$ cat src/rtl/alu_pkg.sv
`default_nettype none
// ============================================================================
//  Module   : alu_pkg
//  Brief    : ALU control codes and execute-ALU state encoding, shared with
//             the ALU-control decoder.
//  Revision : 1.0  initial release
// ============================================================================
package alu_pkg;

   // 3-bit op codes produced by the ALU-control decoder
   typedef enum logic [2:0] {
      ALU_AND = 3'b000,
      ALU_OR  = 3'b001,
      ALU_ADD = 3'b010,
      ALU_MUL = 3'b100,
      ALU_SUB = 3'b110
   } aluctrl_e;

   // Execute-ALU sequencing states
   typedef enum logic [0:0] {
      IDLE     = 1'b0,
      MUL_BUSY = 1'b1
   } state_e;

endpackage : alu_pkg
`default_nettype wire

$ cat src/rtl/ex_alu_if.sv
`default_nettype none
// ============================================================================
//  Module   : ex_alu_if
//  Brief    : Operand/result bus of the execute-stage ALU. The slave modport
//             is the ALU side, the master modport the pipeline side.
//  Revision : 1.0  initial release
// ============================================================================
interface ex_alu_if #(
   parameter int WIDTH = 32
) ();
   logic             valid_i;
   logic             ready_o;
   logic [2:0]       aluctrl_i;
   logic [WIDTH-1:0] data1_i;
   logic [WIDTH-1:0] data2_i;
   logic             flush_i;
   logic             valid_o;
   logic [WIDTH-1:0] result_o;
   logic             zero_o;

   modport slave (
      input  valid_i, aluctrl_i, data1_i, data2_i, flush_i,
      output ready_o, valid_o, result_o, zero_o
   );

   modport master (
      output valid_i, aluctrl_i, data1_i, data2_i, flush_i,
      input  ready_o, valid_o, result_o, zero_o
   );
endinterface : ex_alu_if
`default_nettype wire

$ cat src/rtl/ex_alu_mul_iter.sv
`default_nettype none
// ============================================================================
//  Module   : ex_alu_mul_iter
//  Brief    : Iterative shift-add multiplier datapath, MUL_BITS multiplier
//             bits per step, low-half product. o_last flags the step whose
//             accumulated value is the final product (o_product).
//             Option EX_ALU_MUL_EARLY_EXIT_EN: o_last also asserts once the
//             remaining multiplier is exhausted.
//  Revision : 1.0  initial release
// ============================================================================
module ex_alu_mul_iter #(
   parameter int WIDTH    = 32,
   parameter int MUL_BITS = 1
) (
   input  wire logic             clk,
   input  wire logic             rst,
   input  wire logic             i_start,
   input  wire logic             i_step,
   input  wire logic             i_abort,
   input  wire logic [WIDTH-1:0] i_mcand,
   input  wire logic [WIDTH-1:0] i_mplier,
   output logic                  o_last,
   output logic [WIDTH-1:0]      o_product
);
   localparam int c_N     = WIDTH / MUL_BITS;
   localparam int c_CNT_W = $clog2(c_N + 1);

   logic [WIDTH-1:0]   r_mcand;
   logic [WIDTH-1:0]   r_mplier;
   logic [WIDTH-1:0]   r_acc;
   logic [c_CNT_W-1:0] r_count;
   logic [WIDTH-1:0]   w_pp;
   logic [WIDTH-1:0]   w_mplier_next;

   // Partial product: a plain gate for one bit per step, a narrow multiply otherwise
   if (MUL_BITS == 1) begin : g_pp_bit
      assign w_pp = r_mplier[0] ? r_mcand : '0;
   end else begin : g_pp_mul
      assign w_pp = r_mcand * {{(WIDTH-MUL_BITS){1'b0}}, r_mplier[MUL_BITS-1:0]};
   end

   assign w_mplier_next = r_mplier >> MUL_BITS;
   assign o_product     = r_acc + w_pp;

`ifdef EX_ALU_MUL_EARLY_EXIT_EN
   assign o_last = (r_count == c_CNT_W'(c_N - 1)) || (w_mplier_next == '0);
`else
   assign o_last = (r_count == c_CNT_W'(c_N - 1));
`endif

   // Operand load on start, one shift-add per step, counter cleared on finish/abort
   always_ff @(posedge clk) begin
      if (rst) begin
         r_mcand  <= '0;
         r_mplier <= '0;
         r_acc    <= '0;
         r_count  <= '0;
      end else if (i_start) begin
         r_mcand  <= i_mcand;
         r_mplier <= i_mplier;
         r_acc    <= '0;
         r_count  <= '0;
      end else if (i_abort) begin
         r_count  <= '0;
      end else if (i_step) begin
         r_mcand  <= r_mcand << MUL_BITS;
         r_mplier <= w_mplier_next;
         r_acc    <= o_product;
         r_count  <= o_last ? '0 : r_count + c_CNT_W'(1);
      end
   end
endmodule : ex_alu_mul_iter
`default_nettype wire

$ cat src/rtl/ex_alu.sv
`default_nettype none
// ============================================================================
//  Module   : ex_alu
//  Brief    : Execute-stage ALU. AND/OR/ADD/SUB in one cycle, MUL on an
//             iterative shift-add engine with ready back-pressure. Result and
//             zero flag are registered and held until the next valid_o.
//             Option EX_ALU_MUL_EARLY_EXIT_EN: MUL finishes as soon as the
//             remaining multiplier is zero.
//  Revision : 1.0  initial release
// ============================================================================
module ex_alu
   import alu_pkg::*;
#(
   parameter int WIDTH    = 32,
   parameter int MUL_BITS = 1
) (
   input  wire logic   clk_i,
   input  wire logic   rst_i,
   ex_alu_if.slave     bus
);
   state_e             r_state;
   state_e             w_state_next;
   logic               r_valid;
   logic [WIDTH-1:0]   r_result;
   logic               r_zero;
   logic               w_ready;
   logic               w_accept;
   logic               w_is_mul;
   logic               w_mul_start;
   logic               w_mul_step;
   logic               w_mul_abort;
   logic               w_mul_last;
   logic               w_mul_done;
   logic [WIDTH-1:0]   w_mul_product;
   logic [WIDTH-1:0]   w_alu_res;

   assign w_ready     = (r_state == IDLE);
   assign w_accept    = bus.valid_i && w_ready && !bus.flush_i;
   assign w_is_mul    = (bus.aluctrl_i == ALU_MUL);
   assign w_mul_start = w_accept && w_is_mul;
   assign w_mul_step  = (r_state == MUL_BUSY) && !bus.flush_i;
   assign w_mul_abort = (r_state == MUL_BUSY) && bus.flush_i;
   assign w_mul_done  = w_mul_step && w_mul_last;

   assign bus.ready_o  = w_ready;
   assign bus.valid_o  = r_valid;
   assign bus.result_o = r_result;
   assign bus.zero_o   = r_zero;

   ex_alu_mul_iter #(
      .WIDTH    (WIDTH),
      .MUL_BITS (MUL_BITS)
   ) u_mul (
      .clk       (clk_i),
      .rst       (rst_i),
      .i_start   (w_mul_start),
      .i_step    (w_mul_step),
      .i_abort   (w_mul_abort),
      .i_mcand   (bus.data1_i),
      .i_mplier  (bus.data2_i),
      .o_last    (w_mul_last),
      .o_product (w_mul_product)
   );

   // Single-cycle ops; undefined codes (and MUL, handled elsewhere) give zero
   always_comb begin
      w_alu_res = '0;
      case (bus.aluctrl_i)
         ALU_AND: w_alu_res = bus.data1_i & bus.data2_i;
         ALU_OR:  w_alu_res = bus.data1_i | bus.data2_i;
         ALU_ADD: w_alu_res = bus.data1_i + bus.data2_i;
         ALU_SUB: w_alu_res = bus.data1_i - bus.data2_i;
         default: w_alu_res = '0;
      endcase
   end

   // State register
   always_ff @(posedge clk_i) begin
      if (rst_i) r_state <= IDLE;
      else       r_state <= w_state_next;
   end

   // Next state: enter MUL_BUSY on an accepted MUL, leave on last step or flush
   always_comb begin
      w_state_next = r_state;
      case (r_state)
         IDLE:     if (w_mul_start) w_state_next = MUL_BUSY;
         MUL_BUSY: if (w_mul_abort || w_mul_done) w_state_next = IDLE;
         default:  w_state_next = IDLE;
      endcase
   end

   // Output registers: one-cycle valid pulse, result/zero held between results
   always_ff @(posedge clk_i) begin
      if (rst_i) begin
         r_valid  <= 1'b0;
         r_result <= '0;
         r_zero   <= 1'b1;
      end else begin
         r_valid <= 1'b0;
         if (w_accept && !w_is_mul) begin
            r_valid  <= 1'b1;
            r_result <= w_alu_res;
            r_zero   <= (w_alu_res == '0);
         end else if (w_mul_done) begin
            r_valid  <= 1'b1;
            r_result <= w_mul_product;
            r_zero   <= (w_mul_product == '0);
         end
      end
   end
endmodule : ex_alu
`default_nettype wire

$ cat src/flat_wrapper.sv
// flat-port wrapper written by rule: the top's interface ports become plain ports
module ex_alu_flat import alu_pkg::*;
#(
   parameter int WIDTH    = 32,
   parameter int MUL_BITS = 1
)
  (clk_i, rst_i, bus_valid_i, bus_aluctrl_i, bus_data1_i, bus_data2_i, bus_flush_i, bus_ready_o, bus_valid_o, bus_result_o, bus_zero_o);
  ex_alu_if #(.WIDTH(WIDTH)) bus_i ();
  input  wire logic clk_i;
  input  wire logic rst_i;
  input wire logic [$bits(bus_i.valid_i)-1:0] bus_valid_i;
  input wire logic [$bits(bus_i.aluctrl_i)-1:0] bus_aluctrl_i;
  input wire logic [$bits(bus_i.data1_i)-1:0] bus_data1_i;
  input wire logic [$bits(bus_i.data2_i)-1:0] bus_data2_i;
  input wire logic [$bits(bus_i.flush_i)-1:0] bus_flush_i;
  output wire logic [$bits(bus_i.ready_o)-1:0] bus_ready_o;
  output wire logic [$bits(bus_i.valid_o)-1:0] bus_valid_o;
  output wire logic [$bits(bus_i.result_o)-1:0] bus_result_o;
  output wire logic [$bits(bus_i.zero_o)-1:0] bus_zero_o;
  assign bus_i.valid_i = bus_valid_i;
  assign bus_i.aluctrl_i = bus_aluctrl_i;
  assign bus_i.data1_i = bus_data1_i;
  assign bus_i.data2_i = bus_data2_i;
  assign bus_i.flush_i = bus_flush_i;
  assign bus_ready_o = bus_i.ready_o;
  assign bus_valid_o = bus_i.valid_o;
  assign bus_result_o = bus_i.result_o;
  assign bus_zero_o = bus_i.zero_o;
  ex_alu #(.WIDTH(WIDTH), .MUL_BITS(MUL_BITS)) u_core (.clk_i(clk_i), .rst_i(rst_i), .bus(bus_i));
endmodule
$ cat config.mk
export PLATFORM = sky130hd
export DESIGN_NAME = ex_alu_flat
export DESIGN_NICKNAME = d
export VERILOG_FILES = /design/src/rtl/alu_pkg.sv /design/src/rtl/ex_alu_if.sv /design/src/rtl/ex_alu_mul_iter.sv /design/src/rtl/ex_alu.sv /design/src/flat_wrapper.sv
export SDC_FILE = /design/constraint.sdc
export NUM_CORES = 1
export LEC_CHECK = 0
export BUFFER_PORTS_ARGS = -buffer_cell sky130_fd_sc_hd__clkbuf_2
export CORE_UTILIZATION = 55
export DETAILED_ROUTE_END_ITERATION = 8
export PLACE_DENSITY = 0.85
export SYNTH_ARGS = -nofsm -noshare
export SYNTH_HDL_FRONTEND = slang
export SYNTH_HIERARCHICAL = 1
export SYNTH_SLANG_ARGS = --single-unit
export TNS_END_PERCENT = 30
$ cat constraint.sdc
create_clock -name clk_i -period 4.5 [get_ports clk_i]
set_input_delay 0.225 -clock clk_i [delete_from_list [all_inputs] [get_ports clk_i]]
set_output_delay 0.225 -clock clk_i [all_outputs]
set_load 0.02 [all_outputs]
==> results of run 1 <==
## power by group through the flow
| stage | registers (W) | logic (W) | clock network [W] |
|---|---|---|---|
| 6_report | 0.00126 | 0.000733 | 0.00146 |
| 5_1_grt | 0.00126 | 0.000796 | 0.00153 |
| 3_5_place_dp | 0.00129 | 0.000703 | 0 |
| 4_1_cts | 0.00126 | 0.000713 | 0.00148 |
| 3_3_place_gp | 0.00129 | 0.000691 | 0 |
| 2_1_floorplan | 0.00130 | 0.000476 | 0 |
## synth_stat cells, drive strengths merged, types with 6 or more instances
master,n
o31ai,9
and2,36
o211ai,7
dfxtp,137
xor2,26
a221oi,6
nand2b,8
a22oi,10
inv,25
nand3,22
a211oi,12
nor2,160
o21ai,54
maj3,29
or3,8
ha,66
o21a,9
o21bai,6
a21o,25
buf,21
a211o,14
nor4,16
nand4,20
xnor2,60
a22o,7
and3,11
nand2,317
a31oi,10
a311oi,20
nor3,25
nor2b,11
clkbuf,74
a21oi,231
## worst paths after layout
check | startpoint | end | slack [ns] | depth (start not counted)
worst max-delay path | u_core/u_mul/r_mplier[0] | u_core/bus.zero_o | 0.30 | 15
worst max register to register | u_core/u_mul/r_mplier[0] | u_core/bus.zero_o | 0.30 | 15
worst min-delay path | bus_data2_i[31] | u_core/u_mul/r_mplier[31] | 0.09 | 3
worst min register to register | u_core/u_mul/r_acc[3] | u_core/u_mul/r_acc[3] | 0.47 | 2
## area by class of cell
| class | instances | area, sq um | area share [%] |
|---|---|---|---|
| clock buffer | 19 | 442.9 | 3.580 |
| clock inverter | 13 | 171.4 | 1.386 |
| inverter | 25 | 93.84 | 0.7585 |
| multi-input combinational | 1299 | 7790 | 62.97 |
| sequential | 137 | 2744 | 22.18 |
| tap | 265 | 331.6 | 2.680 |
| timing repair buffer | 141 | 798.3 | 6.452 |
## layer usage
metal / GRT usage, % / up-vias
met2: 51.38 / 588
met5: 0 / -
met1: 44.34 / 5468
met3: 5.165 / 78
met4: 12.49 / 0
li1: - / 5627
## worst register-to-register path: stages, from the launching register on
cell and delay [ns]:
dfxtp_2 0.49, and2_1 0.19, ha_1 0.19, fa_1 0.26, a21o_1 0.19, a221oi_1 0.16
o211a_1 0.34, o311a_4 0.42, or4_4 0.56, nor2b_4 0.16, xnor2_2 0.14, nor4_1 0.31
nand4_1 0.16, o31ai_1 0.33, a21oi_1 0.13, o31ai_1 0.09
## cell families (layout without fill, tap and decap cells)
logic type	Yosys count	count (layout)	synth area share [%]
mux	8	8	0.7583
compound gates	454	454	25.88
buf+inv	122	198	4.934
fa+ha+maj	97	97	10.46
xor+xnor	86	86	6.881
flops	137	137	24.81
simple gates	654	654	26.28
## state kept, by name (all words and copies together) (netlist names)
| name | flops |
|---|---|
| u_core/bus.result_o | 32 |
| u_core/u_mul/r_acc | 32 |
| u_core/u_mul/r_mcand | 32 |
| u_core/u_mul/r_mplier | 32 |
| u_core/u_mul/r_count | 6 |
| u_core/bus.valid_o | 1 |
| u_core/bus.zero_o | 1 |
| u_core/r_state | 1 |
## per-stage QoR
| stage | utilization, % | setup slack [ns] | hold slack (ns) |
|---|---|---|---|
| after CTS | 63.15 | 0.1623 | 0.07840 |
| after global routing | 63.15 | 0.03522 | 0.09514 |
| after detailed placement | 60.01 | 0.1150 | 0.4525 |
| final | 63.15 | 0.3038 | 0.08874 |
| after floorplan | - | 0.1230 | 0.3645 |
| after global placement | 60.01 | 0.2172 | 0.4459 |
==> key figures, run 1 <==
Layout
  – Non-Filler Instances: 1899
  – Final instance area: around 12000 sq um
  – Final #Nets: 1760
  – Fillers: 1738
  – Commonest cells after routing, fill and taps aside: 317 x nand2_1, 231 x a21oi_1, 159 x nor2_1, 136 x dfxtp_1, 104 x clkbuf_2
  – Layout cell share with drive strength beyond 1: 12.79%
  – Most common cell after layout, fill and taps aside: nand2_1
  – Syn-to-layout area delta: 11.91%
  – Ant diodes: 0

Die
  – Initial Util: 56.43%
  – Cell Rows: 51
  – Floorplan core area: 19590 sq um
  – Die W: 143.8 um
  – Die area: roughly 21000 sq um
  – IO Pins: approximately 110
  – Chip height: around 140 um

Yosys
  – Synth top area cells: dfxtp_1 25%, nand2_1 11%, a21oi_1 10%
  – Post-synth top flop: dfxtp_1
  – Post-synth EDFFs: 0
  – Netlist Area Pre-Place: 11060 sq um
  – Synthesized area per cell: 7.096 sq um
  – Synth area leader: dfxtp_1
  – Yosys Warn Count: 6
  – Yosys reg bits: 137
  – Net count after synthesis: 1697
  – Mapped Cells: 1558
  – Post-synthesis async set-or-reset flop share: 0%
  – Post-synthesis sequential area ratio: 24.81%
  – Share of the synthesized area in the top cell type: 24.81%
  – Unique masters post-synth: 85

Timing
  – Worst Tran Pin Value: 1.152 ns
  – Worst slew margin: approximately 23%
  – Final min period: roughly 4.2 ns
  – Unrepaired setup endpoints after global routing: no
  – Setup TNS: 0 ns
  – Worst Skew: 0.009452 ns
  – Final setup viols: 0
  – Final worst path period share: 93.25%
  – Pins Over Slew Limit: 0
  – Peak Freq: 238.3 MHz
  – Final hold viol count: 0

Power
  – P_int: 0.002415 W
  – Clock share of power: 42.3%
  – Sw Ratio: 30.11%
  – Leakage: 5.037 nW
  – Comb power frac: 21.2%
  – Seq pwr share: 36.5%
  – Pwr Density: approximately 280 nW/um^2
  – Switch Pwr: roughly 0.0010 W
  – Tot Pwr: 0.003456 W
  – VDD IR max: roughly 260 uV

Drt
  – Routed Antenna Nets: 0
  – Top routing layer in use: met4
  – DR vias/cell: 6.193
  – DRC: 0
  – Metal2 WL: 14820 um
  – TritonRoute pass-1 iters: 5
  – Aggregate routed wire length: around 33000 um
  – Routed vias: approximately 12000
  – Met3 wire len: roughly 2700 um
  – Wire length per cell: 17.42 um
  – M1 WL: 14690 um
  – DRT iter0 DRCs: 1207

Critical path
  – Setup crit end kind: register
  – Most used cell, CP: o31ai_1
  – Crit-path cells: and2_1 > ha_1 > fa_1 > a21o_1 > a221oi_1 > o211a_1 > o311a_4 > or4_4 > nor2b_4 > xnor2_2 > nor4_1 > nand4_1 > o31ai_1 > a21oi_1 > o31ai_1
  – Slowest CP cell: or4_4
  – WP buf/inv: 0
  – Cell family with most CP delay: compound AO/OA/AOI/OAI gates
  – Crit path arrival time: 4.54 ns
  – CP max stage delay: 0.56 ns
  – CP max FO: 20
  – CP Data Required Time: 4.85 ns
  – Setup CP Type: register to register
  – CP startpoint kind: register

Placement
  – DP Wirelength: 24180 um
  – Cells after DPL: between 1500 and 2000
  – Gp weighted congestion: 0.9583
  – Placed instance area: 11760 sq um
  – Port-buffer cells: 105

Global route
  – Grt ovf: 0
  – Global Route Usage Sum: 32.56%
  – Vias in the first global route: 10494
  – Initial antenna violation count: 0
  – Pin count of the biggest net entering global routing: just under 90
  – First-pass GRT wire length: about 53000 um

Clock network
  – Number of H-tree levels: 4
  – CTS tree: yes
  – Root Driver: clkbuf_16
  – Hold_buf cts: 0
  – PostCTS Resize Cnt: 0
  – CTS Buf Count: 17
  – Clock Path Buffers: 2
  – Worst skew pair latency: 0.43 ns
  – Clk slew on worst S/H paths: 0.06 ns
  – Sink Count: 137
  – Setup bufs post-CTS: 0

Run status
  – Status: complete, no violations

Run
  – Maxcap violations: 0

Worst hold path
  – Hold crit path type: primary input to register
Note: power is estimated with default switching activity, not from simulation.
==> run 2: changes to the inputs <==
- SETUP_SLACK_MARGIN: default -> 0.4
==> key figures, run 2 (same netlist as run 1, synthesis figures left out) <==
Run status
  – Status: complete, no violations

Global route
  – Grt ovf: 0 (unchanged)
  – Initial antenna violation count: 0 (unchanged)
  – Global Route Usage Sum: 33.07% (+0.51 points)
  – Pin count of the biggest net entering global routing: 78 (-11%)
  – Global-route met1 utilization: 44.53% (+0.19 points)
  – First-pass GRT wire length: 53820 um (+1.6%)
  – Grt peak-use layer: met2
  – Routing usage on met3: 6.598% (+1.4 points)
  – Vias in the first global route: 10661 (+1.6%)
  – Met2 usage: 51.99% (+0.61 points)

Timing
  – Worst slew margin: 43.06% (+20 points)
  – Setup TNS: 0 ns (unchanged)
  – Peak Freq: 246.1 MHz (+3.3%)
  – Worst Skew: 0.01097 ns (+0.001522 ns)
  – Worst Tran Pin Value: 0.8541 ns (-0.2983 ns)
  – Final worst path period share: 90.28% (-3.0 points)
  – Setup ws final: 0.4374 ns (+0.1336 ns)
  – Unrepaired setup endpoints after global routing: no
  – Pins Over Slew Limit: 0 (unchanged)
  – Final hold viol count: 0 (unchanged)
  – Final setup viols: 0 (unchanged)
  – Final min period: 4.063 ns (-0.1336 ns)

Critical path
  – Origin of the critical flop-to-flop path: u_core/u_mul/r_mplier[0]
  – Slowest CP cell: a221o_1
  – WP buf/inv: 1 (+1)
  – Reg2Reg Capture Point: u_core/bus.zero_o
  – Crit-path cells: buf_4 > and2_1 > ha_1 > a21oi_1 > o21ai_0 > a221o_1 > a31oi_2 > a21oi_2 > o21ai_1 > o31ai_2 > nor4_2 > nand4_1 > o31ai_2 > a21oi_1 > o31ai_1
  – Setup CP Type: register to register
  – Cell family with most CP delay: compound AO/OA/AOI/OAI gates
  – Critical path origin: u_core/u_mul/r_mplier[0]
  – R2R depth: 15 (unchanged)
  – CP Data Required Time: 4.85 ns (about the same)
  – CP startpoint kind: register
  – CP max FO: 20 (unchanged)
  – CP Depth: 15 (unchanged)
  – CP max stage delay: 0.41 ns (-0.15 ns)
  – Crit path arrival time: 4.41 ns (-0.13 ns)
  – Setup slack, reg-to-reg: 0.44 ns (+0.13 ns)
  – Setup crit end kind: register
  – Critical Path Sink: u_core/bus.zero_o

Die
  – Floorplan core area: 19590 sq um (unchanged)
  – Cell Rows: 51 (unchanged)
  – Die area: 20670 sq um (unchanged)
  – Chip height: 143.8 um (unchanged)
  – IO Pins: 106 (unchanged)
  – Die W: 143.8 um (unchanged)
  – Initial Util: 56.43% (unchanged)

Clock network
  – Clk slew on worst S/H paths: 0.06 ns (about the same)
  – CTS Buf Count: 17 (unchanged)
  – Worst skew pair latency: 0.43 ns (about the same)
  – Clock Path Buffers: 2 (unchanged)
  – Number of H-tree levels: 4 (unchanged)
  – Root Driver: clkbuf_16
  – Sink Count: 137 (unchanged)
  – CTS tree: yes

Drt
  – Routed Antenna Nets: 0 (unchanged)
  – TritonRoute pass-1 iters: 8 (+3)
  – Wire length per cell: 18.15 um (+4.2%)
  – DRC: 0 (unchanged)
  – DRT iter0 DRCs: 1424 (+18%)
  – Aggregate routed wire length: 34520 um (+4.3%)
  – DR vias/cell: 6.319 (+2.0%)
  – Routed vias: 12018 (+2.2%)

Run
  – Maxcap violations: 0 (unchanged)

Power
  – Pwr Density: 289.4 nW/um^2 (+3.6%)
  – VDD IR max: 273.3 uV (+3.2%)
  – Leakage: 5.120 nW (+1.6%)
  – Tot Pwr: 0.003639 W (+5.3%)

Layout
  – Most common cell after layout, fill and taps aside: nand2_1
  – Syn-to-layout area delta: 13.72%
  – Multi-input gate area: 7903 sq um (+1.4%)
  – Ant diodes: 0 (unchanged)
  – Commonest cells after routing, fill and taps aside: 317 x nand2_1, 226 x a21oi_1, 159 x nor2_1, 136 x dfxtp_1, 104 x clkbuf_2
  – Fillers: 1684 (-3.1%)
  – Layout cell share with drive strength beyond 1: 14.11% (+1.3 points)
  – Final #Nets: 1763 (+0.17%)
  – Register area: 2746 sq um (about the same)
  – Final instance area: 12570 sq um (+1.6%)

Placement
  – Pre-CTS WS: 0.1524 ns (+0.03745 ns)
  – DP Wirelength: 24830 um (+2.7%)
  – Gp weighted congestion: 1.003 (+4.7%)
  – Port-buffer cells: 105 (unchanged)
  – Placed instance area: 11780 sq um (+0.19%)

Worst hold path
  – Hold crit path type: primary input to register
[run 2: area by class of cell]
cell class / count / area share, %
Clock buffer: 18 / 3.414
Clock inverter: 14 / 1.941
Inverter: 25 / 0.7464
Multi-Input combinational cell: 1299 / 62.86
Sequential cell: 137 / 21.85
Tap cell: 265 / 2.637
Timing Repair Buffer: 144 / 6.558
[run 2: how the worst min path moves through the flow]
stage / start / to / slack, ns / depth (start not counted)
after global routing: bus_data1_i[28] / u_core/u_mul/r_mcand[28] / 0.09 / 3
after CTS: bus_data1_i[30] / u_core/u_mul/r_mcand[30] / 0.08 / 3
after global placement: u_core/u_mul/r_acc[10] / u_core/u_mul/r_acc[10] / 0.45 / 2
final: bus_data1_i[30] / u_core/u_mul/r_mcand[30] / 0.09 / 3
after detailed placement: u_core/u_mul/r_acc[3] / u_core/u_mul/r_acc[3] / 0.45 / 2
after floorplan: bus_data1_i[30] / u_core/u_mul/r_mcand[30] / 0.36 / 2
[run 2: tightest hold or removal path, cell delays in order]
cell,delay [ns]
clkbuf_2,0.11
a21oi_1,0.07
nor2_1,0.07
[run 2: routing by layer]
metal / routed length (um) / vias up
met5: 0 / -
met4: 1137 / 0
met3: 3661 / 106
met2: 15360 / 701
met1: 14350 / 5569
li1: - / 5642
[run 2: what timing repair did]
item                       4_1_cts  5_1_grt
setup buffers                    0        1
setup endpoints to repair        1        3
pin swaps                        0        3
gates resized for setup          1       26
hold buffers                     0        0
[run 2: report_power, final]
part	internal, W	total (W)	switching [W]
logic	0.000286	0.000746	0.000460
clock network	0.00105	0.00163	0.000585
registers	0.00124	0.00126	0.0000222
total	0.00257	0.00364	0.00107
[run 2: stage by stage]
stage	hold slack, ns	std cells	util [%]
after floorplan	0.3645	1558	-
after global placement	0.4471	1869	60.13
after detailed placement	0.4537	1869	60.13
after CTS	0.07642	1901	63.57
after global routing	0.09033	1902	64.18
final	0.09068	1902	64.18
==> run 3: changes to the inputs <==
- BUFFER_PORTS_ARGS: -buffer_cell sky130_fd_sc_hd__clkbuf_2 -> -buffer_cell sky130_fd_sc_hd__buf_2
- CORE_ASPECT_RATIO: default -> 1.1
==> key figures, run 3 (same netlist as run 1, synthesis figures left out) <==
Drt
  – Aggregate routed wire length: 33110 um (-4.1%)
  – DRC: 0 (unchanged)
  – DRT iter0 DRCs: 1035 (-27%)
  – Routed Antenna Nets: 0 (unchanged)
  – Routed vias: 11755 (-2.2%)
  – Wire length per cell: 17.42 um (-4.0%)
  – TritonRoute pass-1 iters: 6 (-2)
  – DR vias/cell: 6.184 (-2.1%)

Timing
  – Worst Tran Pin Value: 1.097 ns (+0.2430 ns)
  – Pins Over Slew Limit: 0 (unchanged)
  – Unrepaired setup endpoints after global routing: no
  – Final worst path period share: 86.46% (-3.8 points)
  – Final setup viols: 0 (unchanged)
  – Peak Freq: 257.0 MHz (+4.4%)
  – Worst Skew: 0.01069 ns (-0.0002872 ns)
  – Final hold viol count: 0 (unchanged)
  – Setup TNS: 0 ns (unchanged)
  – Final min period: 3.891 ns (-0.1717 ns)
  – Worst slew margin: 26.59% (-16 points)

Clock network
  – Clock Path Buffers: 2 (unchanged)
  – Sink Count: 137 (unchanged)
  – CTS tree: yes
  – CTS Buf Count: 17 (unchanged)
  – Number of H-tree levels: 4 (unchanged)
  – Worst skew pair latency: 0.42 ns (about the same)
  – Root Driver: clkbuf_16
  – Clk slew on worst S/H paths: 0.06 ns (about the same)

Die
  – Floorplan core area: 19800 sq um (+1.1%)
  – Cell Rows: 54 (+5.9%)
  – IO Pins: 106 (unchanged)
  – Die area: 20670 sq um (about the same)
  – Die W: 137.2 um (-4.6%)
  – Initial Util: 55.85% (-0.59 points)
  – Chip height: 150.7 um (+4.8%)

Placement
  – Gp weighted congestion: 0.9709 (-3.2%)
  – Cells after DPL: 1868 (-0.054%)
  – Port-buffer cells: 105 (unchanged)
  – DP Wirelength: 24300 um (-2.1%)

Critical path
  – R2R depth: 14 (-1)
  – CP Data Required Time: 4.83 ns (-0.02 ns)
  – CP startpoint kind: primary input
  – CP max stage delay: 0.52 ns (+0.11 ns)
  – Crit path arrival time: 4.22 ns (-0.19 ns)
  – CP max FO: 6 (-70%)
  – Setup crit end kind: register
  – Setup CP Type: primary input to register
  – Slowest CP cell: or4_1
  – Crit-path cells: buf_2 > or3_4 > nor3_4 > nand2_2 > nor4_2 > buf_4 > nor2_1 > xnor2_1 > ha_2 > nand2_1 > nor2_1 > and2_1 > a31oi_4 > o21a_1 > o21ai_0 > xnor2_1 > o21ai_0 > or4_1 > o31ai_1
  – Reg2Reg Capture Point: u_core/bus.zero_o
  – Setup slack, reg-to-reg: 0.61 ns (+0.17 ns)
  – Origin of the critical flop-to-flop path: u_core/u_mul/r_mplier[0]

Global route
  – Initial antenna violation count: 0 (unchanged)
  – Vias in the first global route: 10695 (+0.32%)
  – Pin count of the biggest net entering global routing: 101 (+29%)
  – Grt ovf: 0 (unchanged)
  – First-pass GRT wire length: 52760 um (-2.0%)
  – Global Route Usage Sum: 32.17% (-0.89 points)

Run
  – Maxcap violations: 0 (unchanged)

Power
  – Tot Pwr: 0.003488 W (-4.1%)
  – Leakage: 5.157 nW (+0.72%)
  – VDD IR max: 231.3 uV (-15%)
  – Pwr Density: 275.8 nW/um^2 (-4.7%)

Worst hold path
  – Beginning of the worst hold path: bus_data1_i[0]
  – Hold Path Stages: 3 (unchanged)
  – Hold crit path type: primary input to register
  – Worst Hold Path EP: u_core/u_mul/r_mcand[0]

Layout
  – Commonest cells after routing, fill and taps aside: 314 x nand2_1, 222 x a21oi_1, 159 x nor2_1, 136 x dfxtp_1, 104 x buf_2
  – Non-Filler Instances: 1901 (-0.053%)
  – Ant diodes: 0 (unchanged)
  – Most common cell after layout, fill and taps aside: nand2_1
  – Layout cell share with drive strength beyond 1: 15.46% (+1.4 points)
  – Final core occ: 63.87% (-0.30 points)
  – Syn-to-layout area delta: 14.37%
  – Final #Nets: 1775 (+0.68%)

Run status
  – Status: complete, no violations
[run 3: per-layer routing]
| layer | share of wire (%) | vias up | track usage [%] | wire length (um) |
|---|---|---|---|---|
| li1 | - | 5661 | - | - |
| met5 | 0 | - | 0 | 0 |
| met1 | 43 | 5469 | 43.87 | 14350 |
| met2 | 46 | 550 | 51.72 | 15230 |
| met3 | 8.1 | 75 | 4.545 | 2686 |
| met4 | 2.5 | 0 | 10.77 | 841 |
[run 3: critical path, delay by kind of cell]
| kind | cells | cell delay, ns |
|---|---|---|
| AO/OA/AOI/OAI | 5 | 0.92 |
| XOR/XNOR | 2 | 0.29 |
| AND/OR/NAND/NOR | 9 | 2.09 |
| adder cells (fa/ha/maj) | 1 | 0.39 |
| buffers and inverters | 2 | 0.30 |
[run 3: what timing repair did]
action,4_1_cts,5_1_grt
hold buffers,0,0
resized for setup,1,45
setup endpoints to repair,1,3
setup buffers,0,1
pin swaps,0,10
[run 3: final cells by class]
cell class / count / area [sq um]
inverter: 25 / 93.84
timing repair buffer: 156 / 923.4
fill: 1749 / 7152
tap: 252 / 315.3
clock buffer: 21 / 460.4
sequential: 137 / 2746
clock inverter: 11 / 145.1
multi-input combinational: 1299 / 7960
[run 3: worst max path at each step]
stage / to / slack, ns / from / cells past startpoint
global placement: u_core/bus.zero_o / 0.05 / bus_data2_i[5] / 17
global route: u_core/bus.zero_o / 0.38 / bus_data2_i[5] / 19
finish: u_core/bus.zero_o / 0.61 / bus_data2_i[12] / 19
floorplan: u_core/bus.zero_o / 0.40 / bus_aluctrl_i[0] / 20
detailed placement: u_core/bus.zero_o / -0.007 / bus_data2_i[5] / 18
CTS: u_core/bus.zero_o / 0.44 / bus_data2_i[5] / 18
[run 3: stage by stage]
stage / area [sq um] / hold WS, ns / worst slack, ns
after global routing: 12640 / 0.1069 / 0.3779
after global placement: 11870 / 0.4470 / 0.05335
after CTS: 12470 / 0.06911 / 0.4416
after detailed placement: 11870 / 0.4527 / -0.007399
final: 12640 / 0.08113 / 0.6091
after floorplan: 11070 / 0.3645 / 0.4020
[run 3: report_power, final]
group | total [W] | internal [W] | switching [W]
Combinational | 0.000774 | 0.000309 | 0.000465
Sequential | 0.00126 | 0.00124 | 0.0000198
Clock | 0.00145 | 0.000901 | 0.000553
Total | 0.00349 | 0.00245 | 0.00104
